==> config.mk <==
export PLATFORM = sky130hd
export DESIGN_NAME = clkrst_seq
export DESIGN_NICKNAME = d
export VERILOG_FILES = /design/src/rtl/clkrst_seq.sv
export SDC_FILE = /design/constraint.sdc
export NUM_CORES = 1
export LEC_CHECK = 0
export CORE_MARGIN = 5
export CORE_UTILIZATION = 59
export CTS_CLUSTER_SIZE = 40
export DETAILED_ROUTE_END_ITERATION = 12
export PLACE_DENSITY = 0.78
export SYNTH_ARGS = -nofsm -noshare
export SYNTH_HDL_FRONTEND = slang
export SYNTH_SLANG_ARGS = --single-unit
==> constraint.sdc <==
create_clock -name clk -period 3.55 [get_ports clk]
set_input_delay 0.8875 -clock clk [delete_from_list [all_inputs] [get_ports clk]]
set_output_delay 0.8875 -clock clk [all_outputs]
set_load 0.02 [all_outputs]
==> src/rtl/clkrst_seq.sv <==
// Clock divider plus staggered reset sequencer. The divider runs freely. After the external
// request goes quiet, the NUM_RST domain resets release one after another at divided-clock strobes.
module clkrst_seq #(
  parameter int DIV         = 4,
  parameter int RST_CYCLES  = 255,
  parameter int NUM_RST     = 2,
  parameter int STAGGER     = 16,
  parameter int SYNC_STAGES = 2
) (
  input  logic               clk,
  input  logic               reset_n,
  input  logic               rst_req,
  input  logic               sw_rst,
  output logic               clk_div,
  output logic               clk_en,
  output logic [NUM_RST-1:0] sys_reset,
  output logic               rst_done
);

  localparam int MAX_CNT = RST_CYCLES + (NUM_RST - 1) * STAGGER;
  localparam int CW      = $clog2(MAX_CNT + 1);
  localparam int DW      = $clog2(DIV);

  localparam logic [DW-1:0] DIV_LAST = DW'(DIV - 1);
  localparam logic [DW-1:0] DIV_HALF = DW'(DIV / 2);
  localparam logic [CW-1:0] CNT_MAX  = CW'(MAX_CNT);

  typedef enum logic [1:0] {HOLD, COUNT, RUN} state_e;

  state_e                 state_q, state_d;
  logic [DW-1:0]          div_cnt_q, div_cnt_d;
  logic                   clk_div_q, clk_div_d;
  logic                   clk_en_q, clk_en_d;
  logic [SYNC_STAGES-1:0] sync_q;
  logic                   req_s;
  logic [CW-1:0]          seq_cnt_q, seq_cnt_d, seq_cnt_inc;
  logic [NUM_RST-1:0]     sys_reset_q, sys_reset_d;
  logic                   rst_done_q, rst_done_d;
  logic                   restart;
  logic                   last_release;

  assign req_s        = sync_q[SYNC_STAGES-1];
  assign restart      = req_s | sw_rst;
  assign seq_cnt_inc  = (seq_cnt_q == CNT_MAX) ? seq_cnt_q : seq_cnt_q + 1'b1;
  assign last_release = clk_en_q && (seq_cnt_inc == CNT_MAX);

  // clk_div and clk_en are computed from the next count so that they line up with div_cnt_q.
  // NOTE: every always_comb output is assigned a default first, so no path can infer a latch.
  always_comb begin
    div_cnt_d = (div_cnt_q == DIV_LAST) ? '0 : div_cnt_q + 1'b1;
    clk_div_d = (div_cnt_d >= DIV_HALF);
    clk_en_d  = (div_cnt_d == DIV_LAST);
  end

  // NOTE: all state uses non-blocking assignments, so every flop samples pre-edge values.
  always_ff @(posedge clk) begin
    if (!reset_n) begin
      div_cnt_q   <= '0;
      clk_div_q   <= 1'b0;
      clk_en_q    <= 1'b0;
      // NOTE: synchroniser flops reset to 1 so the block stays in HOLD until rst_req is seen low.
      sync_q      <= '1;
      state_q     <= HOLD;
      seq_cnt_q   <= '0;
      sys_reset_q <= '1;
      rst_done_q  <= 1'b0;
    end else begin
      div_cnt_q   <= div_cnt_d;
      clk_div_q   <= clk_div_d;
      clk_en_q    <= clk_en_d;
      sync_q      <= {sync_q[SYNC_STAGES-2:0], rst_req};
      state_q     <= state_d;
      seq_cnt_q   <= seq_cnt_d;
      sys_reset_q <= sys_reset_d;
      rst_done_q  <= rst_done_d;
    end
  end

  always_comb begin
    state_d = state_q;
    if (restart) begin
      state_d = HOLD;
    end else begin
      unique case (state_q)
        HOLD:    if (clk_en_q) state_d = COUNT;
        COUNT:   if (last_release) state_d = RUN;
        RUN:     state_d = RUN;
        default: state_d = HOLD;
      endcase
    end
  end

  // A restart overrides any release that falls due in the same cycle.
  always_comb begin
    seq_cnt_d   = seq_cnt_q;
    sys_reset_d = sys_reset_q;
    rst_done_d  = rst_done_q;
    if (restart) begin
      seq_cnt_d   = '0;
      sys_reset_d = '1;
      rst_done_d  = 1'b0;
    end else if (state_q == COUNT && clk_en_q) begin
      seq_cnt_d = seq_cnt_inc;
      for (int i = 0; i < NUM_RST; i++) begin
        if (int'(seq_cnt_inc) >= RST_CYCLES + i * STAGGER) sys_reset_d[i] = 1'b0;
      end
      rst_done_d = last_release;
    end
  end

  assign clk_div   = clk_div_q;
  assign clk_en    = clk_en_q;
  assign sys_reset = sys_reset_q;
  assign rst_done  = rst_done_q;

endmodule

; After elaboration in Yosys (flattened, before gate mapping)
; Index checks and enable logic that the tools add are counted.
[op_classes]
addsub = 2
magnitude_cmp = 3
eq_ne = 8
mux = 5
bitwise = 2
reduce_logical = 7
[ops]
columns = op, n
row1 = $eq 9x9->1 const B, 2
row2 = $add 9x1->9 const B, 1
row3 = $ge 9x8->1 const B, 1
row4 = $ge 9x9->1 const B, 1
row5 = $mux 9, 1
row6 = $eq 2x2->1 const B, 3
row7 = $mux 2, 3
row8 = $pmux 2 s3, 1
row9 = $reduce_and 2->1, 3
row10 = $ne 2x2->1 const B, 2
row11 = $add 2x1->2 const B, 1
row12 = $eq 2x1->1 const B, 1
row13 = $ge 2x2->1 const B, 1
row14 = $logic_and 1x1->1, 2
row15 = $logic_not 2->1, 1
row16 = $reduce_or 2->1, 1
row17 = $not 1->1, 1
row18 = $or 1x1->1, 1
[word_totals]
ff_bits = 20
input_bits = 4

; Logic depth before layout (Yosys ltp)
[depth]
ltp_word = 6
ltp_mapped = 7
ltp_nobuf = 7

; Worst setup path after synthesis
; OpenSTA, ideal clock, no wires.
[synth_path]
kind = register -> register
from = reg seq_cnt_q[0]
to = reg sys_reset_q[0] (netlist: sys_reset[0])
t_arrival_ns = 1.897
required_time_ns = 3.424
setup_slack_ns = 1.527
path_stages_with_launch = 7
n_path_buf = 0
cell_sequence = dfxtp_1 -> ha_1 -> nand3_1 -> or4b_4 -> and2_4 -> a2111oi_2 -> o21ai_1
[synth_via]
elab_chain_cells = 4
[synth_rtl]
columns = item, line_no
row1 = from (decl), 36  ; logic [CW-1:0] seq_cnt_q, seq_cnt_d, seq_cnt_inc;
row2 = from (signal assigned), 73  ; seq_cnt_q <= seq_cnt_d;
row3 = $add 9x1->9 / $eq 9x9->1 (equally long branches), 44  ; assign seq_cnt_inc = (seq_cnt_q == CNT_MAX) ? seq_cnt_q : seq_cnt_q + 1'b1;
row4 = $mux 9 (*), 44
row5 = $ge 9x8->1 (*), 105  ; if (int'(seq_cnt_inc) >= RST_CYCLES + i * STAGGER) sys_reset_d[i] = 1'b0;
row6 = $reduce_and 2->1 (no source line) (*), n/a
row7 = to (signal assigned), 74  ; sys_reset_q <= sys_reset_d;
row8 = to (decl), 37  ; logic [NUM_RST-1:0] sys_reset_q, sys_reset_d;
; Mark *: on every way between the ends. The rest lies on a longest branch, timed or not.
; A chain may end at the register's enable or synchronous reset.

; Worst setup path after layout
[layout_path]
from = reg clk_en_q (netlist: clk_en)
to = out clk_en
[layout_lines]
columns = item, line_no
row1 = from (decl), 33  ; logic clk_en_q, clk_en_d;
row2 = from (signal assigned), 70  ; clk_en_q <= clk_en_d;
row3 = to (decl), 15  ; output logic clk_en,
; No word-level cell between the ends.

==> summary.md <==
| Metric | Value |
|---|---|
| WP buf/inv | `1` |
| TNS Setup | `0 ns` |
| Global routing's busiest layer | `met2` |
| Internal | `271.0 µW` |
| Number of fill cells | `144` |
| Final #Nets | `139` |
| Row cnt | `15` |
| Layout cells sized above 1 | `8.527%` |
| Core box area | `0.001689 mm²` |
| Min cycle time layout | `2.283 ns` |
| Largest family of logic cells by synthesized area | `simple AND/OR/NAND/NOR gates` |
| H-Tree Depth | `1` |
| Fin Hold WS | `0.4294 ns` |
| Maximum VDD drop | `0.0002305 V` |
| Outcome | `finished clean` |
| Leakage | `0.3797 nW` |
| Met3 GRT Util | `2.579%` |
| DR iter-0 viols | `26` |
| Clk sink count | `19` |
| Switching pwr | `82.50 µW` |
| Drt first pass iters | `4` |
| Grt met2 use | `26.48%` |
| Clock Skew | `0.005275 ns` |
| Simple-gate share of the synthesized area | `30.54%` |
| DRC | `0` |
| Synth Area in Compound Gates | `14.84%` |
| Root buffer cell | `clkbuf_4` |
| Pwr dens | `310.8 mW/mm²` |
| Mapped Area | `0.001028 mm²` |
| Top post-synthesis cells by count | `dfxtp_1, nor2_1, nand2_1` |
| Combinational power share | `5.6%` |
| Avg Cell Area, Syn | `8.571 µm²` |
| Total nets after synthesis | `129` |
| Die width | `51.75 µm` |
| Crit-path max FO | `7` |
| Clock Tree Buf Depth | `2` |
| Clk pin slew, worst setup/hold paths | `0.11 ns` |
| Register area | `380.4 µm²` |
| CP required | `2.66 ns` |
| Die ar. | `0.002678 mm²` |
| Via-to-Cell Ratio | `5.781` |
| Pin count of the biggest net entering global routing | `12` |
| Post_cts resized | `0` |
| Initial Util | `60.89%` |
| RSZ-0062 raised after global routing | `no` |
| CTS tree | `done` |
| GR Util met1 | `21.59%` |
| Area of the multi-input gates | `601.8 µm²` |
| Startpoint types | `register` |
| Die Ht | `51.75 µm` |
| Post-Syn Instances | `120` |
| Critical-path cell list | `clkdlybuf4s50_1` |
| Setup violators final | `0` |
| Clk pwr share | `31.7%` |
| Kind of critical path | `register to output pin` |
| Synth async-reset ratio | `0%` |
| CP max-delay cell | `clkdlybuf4s50_1` |
| Sequential power share | `62.7%` |
| Antenna Cells | `0` |
| #FFs+latches synth | `19` |
| Synth Warn # | `0` |
| Adder-Cell Fraction of Synth Area | `6.083%` |
| Final hold violations | `0` |
| Most numerous cell in the Yosys netlist | `dfxtp_1` |
| Fin. max-slew vios | `0` |
| Clk_lat worst skew | `0.30 ns` |
| Rel. slew slack | `70.62%` |
| Top Family by Delay on Critical Path | `buffers and inverters` |
| I/O pins | `9` |
| Yosys cell types | `38` |
| CP Data Arrival Time | `1.40 ns` |
| Area leader, netlist | `dfxtp_1` |
| Worst slew pin tran | `0.4406 ns` |
| First-pass GRT wire length | `3367 µm` |
| Total gr overflow | `0` |
| Synth top area share | `36.98%` |
| Maxcap violations | `0` |
| Synth top area cells | `dfxtp_1, ha_1, nor2_1` |
| Tightest Hold Check Type | `register to register` |
| Net Sw Frac | `23.34%` |
| Main synth FF type | `dfxtp_1` |
| Post-Route WL | `1885 µm` |
| WL/cell | `12.91 µm` |
| FMAX | `438.1 MHz` |
| PortBufs | `8` |
| Post-layout util | `67.33%` |
| Sequential share of the synthesized area | `36.98%` |
| Hpwl dp | `1486 µm` |
| Mux cell area share after synthesis | `1.946%` |
| Postcts setup bufs | `0` |
| Period utilisation layout | `64.30%` |
| Total CTS buffers | `3` |
| P&R area growth vs syn | `10.58%` |
| GPL Wtd Cong | `0.8828` |
| Hold buffers post-CTS | `0` |
| CP peak stage delay | `0.64 ns` |
| Post-route ant nets | `0` |
| Crit. End Element | `output pin` |
| Antenna violations before repair | `0` |
| Total Routing Usage GR | `16.54%` |
| Post-Synth XOR/XNOR Area | `5.109%` |
| Vias in the first global route | `789` |
| DR vias | `844` |
| Number of synthesized flops with an enable pin | `0` |
[kinds of logic after synthesis]
kind of cell	count (synthesis)
and+or+nand+nor	56
buffers and inverters	10
muxes	2
xor gates and xnor gates	6
adders and majority gates	5
DFF	19
AOI/OAI and AO/OA	22
[sequential cells by signal (all words and copies together) (netlist names)]
signal and count:
seq_cnt_q 9, state_q 2, sync_q 2, sys_reset 2, clk_div 1, clk_en 1
div_cnt_q 1, rst_done 1
[layout make-up]
| cell class | count | area share, % |
|---|---|---|
| clock buffer | 3 | 1.980 |
| clock inverter | 1 | 0.4400 |
| inverter | 7 | 2.310 |
| multi-input combinational | 91 | 52.92 |
| sequential | 19 | 33.44 |
| tap | 17 | 1.870 |
| timing repair buffer | 8 | 7.041 |
[cell usage in the layout, fill, tap and decap left out, drive strengths merged, types with 2 or more instances in the layout]
cell            n
dfxtp          19
nor2           16
nand2          10
clkdlybuf4s50   8
inv             7
o21ai           7
nand3           5
a21oi           5
ha              5
and2            5
xnor2           4
nor3            4
or3             3
a31oi           3
clkbuf          3
nand2b          2
nand4           2
xor2            2
mux2i           2
[routing by layer]
| metal | part of all wire (%) | wire length, µm |
|---|---|---|
| met3 | 2.8 | 53 |
| met1 | 49 | 918 |
| met5 | 0 | 0 |
| met2 | 47 | 880 |
| met4 | 1.7 | 32 |
[power by group through the flow]
stage          Combinational [mW]  Sequential, mW  Clock (mW)
3_3_place_gp               0.0199           0.226           0
3_5_place_dp               0.0201           0.227           0
4_1_cts                    0.0202           0.222       0.116
5_1_grt                    0.0227           0.223       0.124
2_1_floorplan             0.00740           0.229           0
6_report                   0.0198           0.222       0.112
[final timing paths]
check                                  start      endpoint  slack [ns]  depth (start not counted)
worst min register to register     sync_q[0]     sync_q[1]        0.43                          1
worst max-delay path                  clk_en        clk_en        1.27                          1
worst max register to register  seq_cnt_q[0]  sys_reset[0]        1.37                          6
worst min-delay path               sync_q[0]     sync_q[1]        0.43                          1
[metrics by stage]
step           setup WS (ns)  cell area (µm²)  std cells  total power [mW]
3_3_place_gp           1.447             1110        142            0.2459
2_1_floorplan          1.527             1028        120            0.2361
5_1_grt                1.194             1137        146            0.3691
4_1_cts                1.268             1137        146            0.3576
6_report               1.267             1137        146            0.3535
3_5_place_dp           1.376             1110        142            0.2467
(Power assumes the default switching activity.)
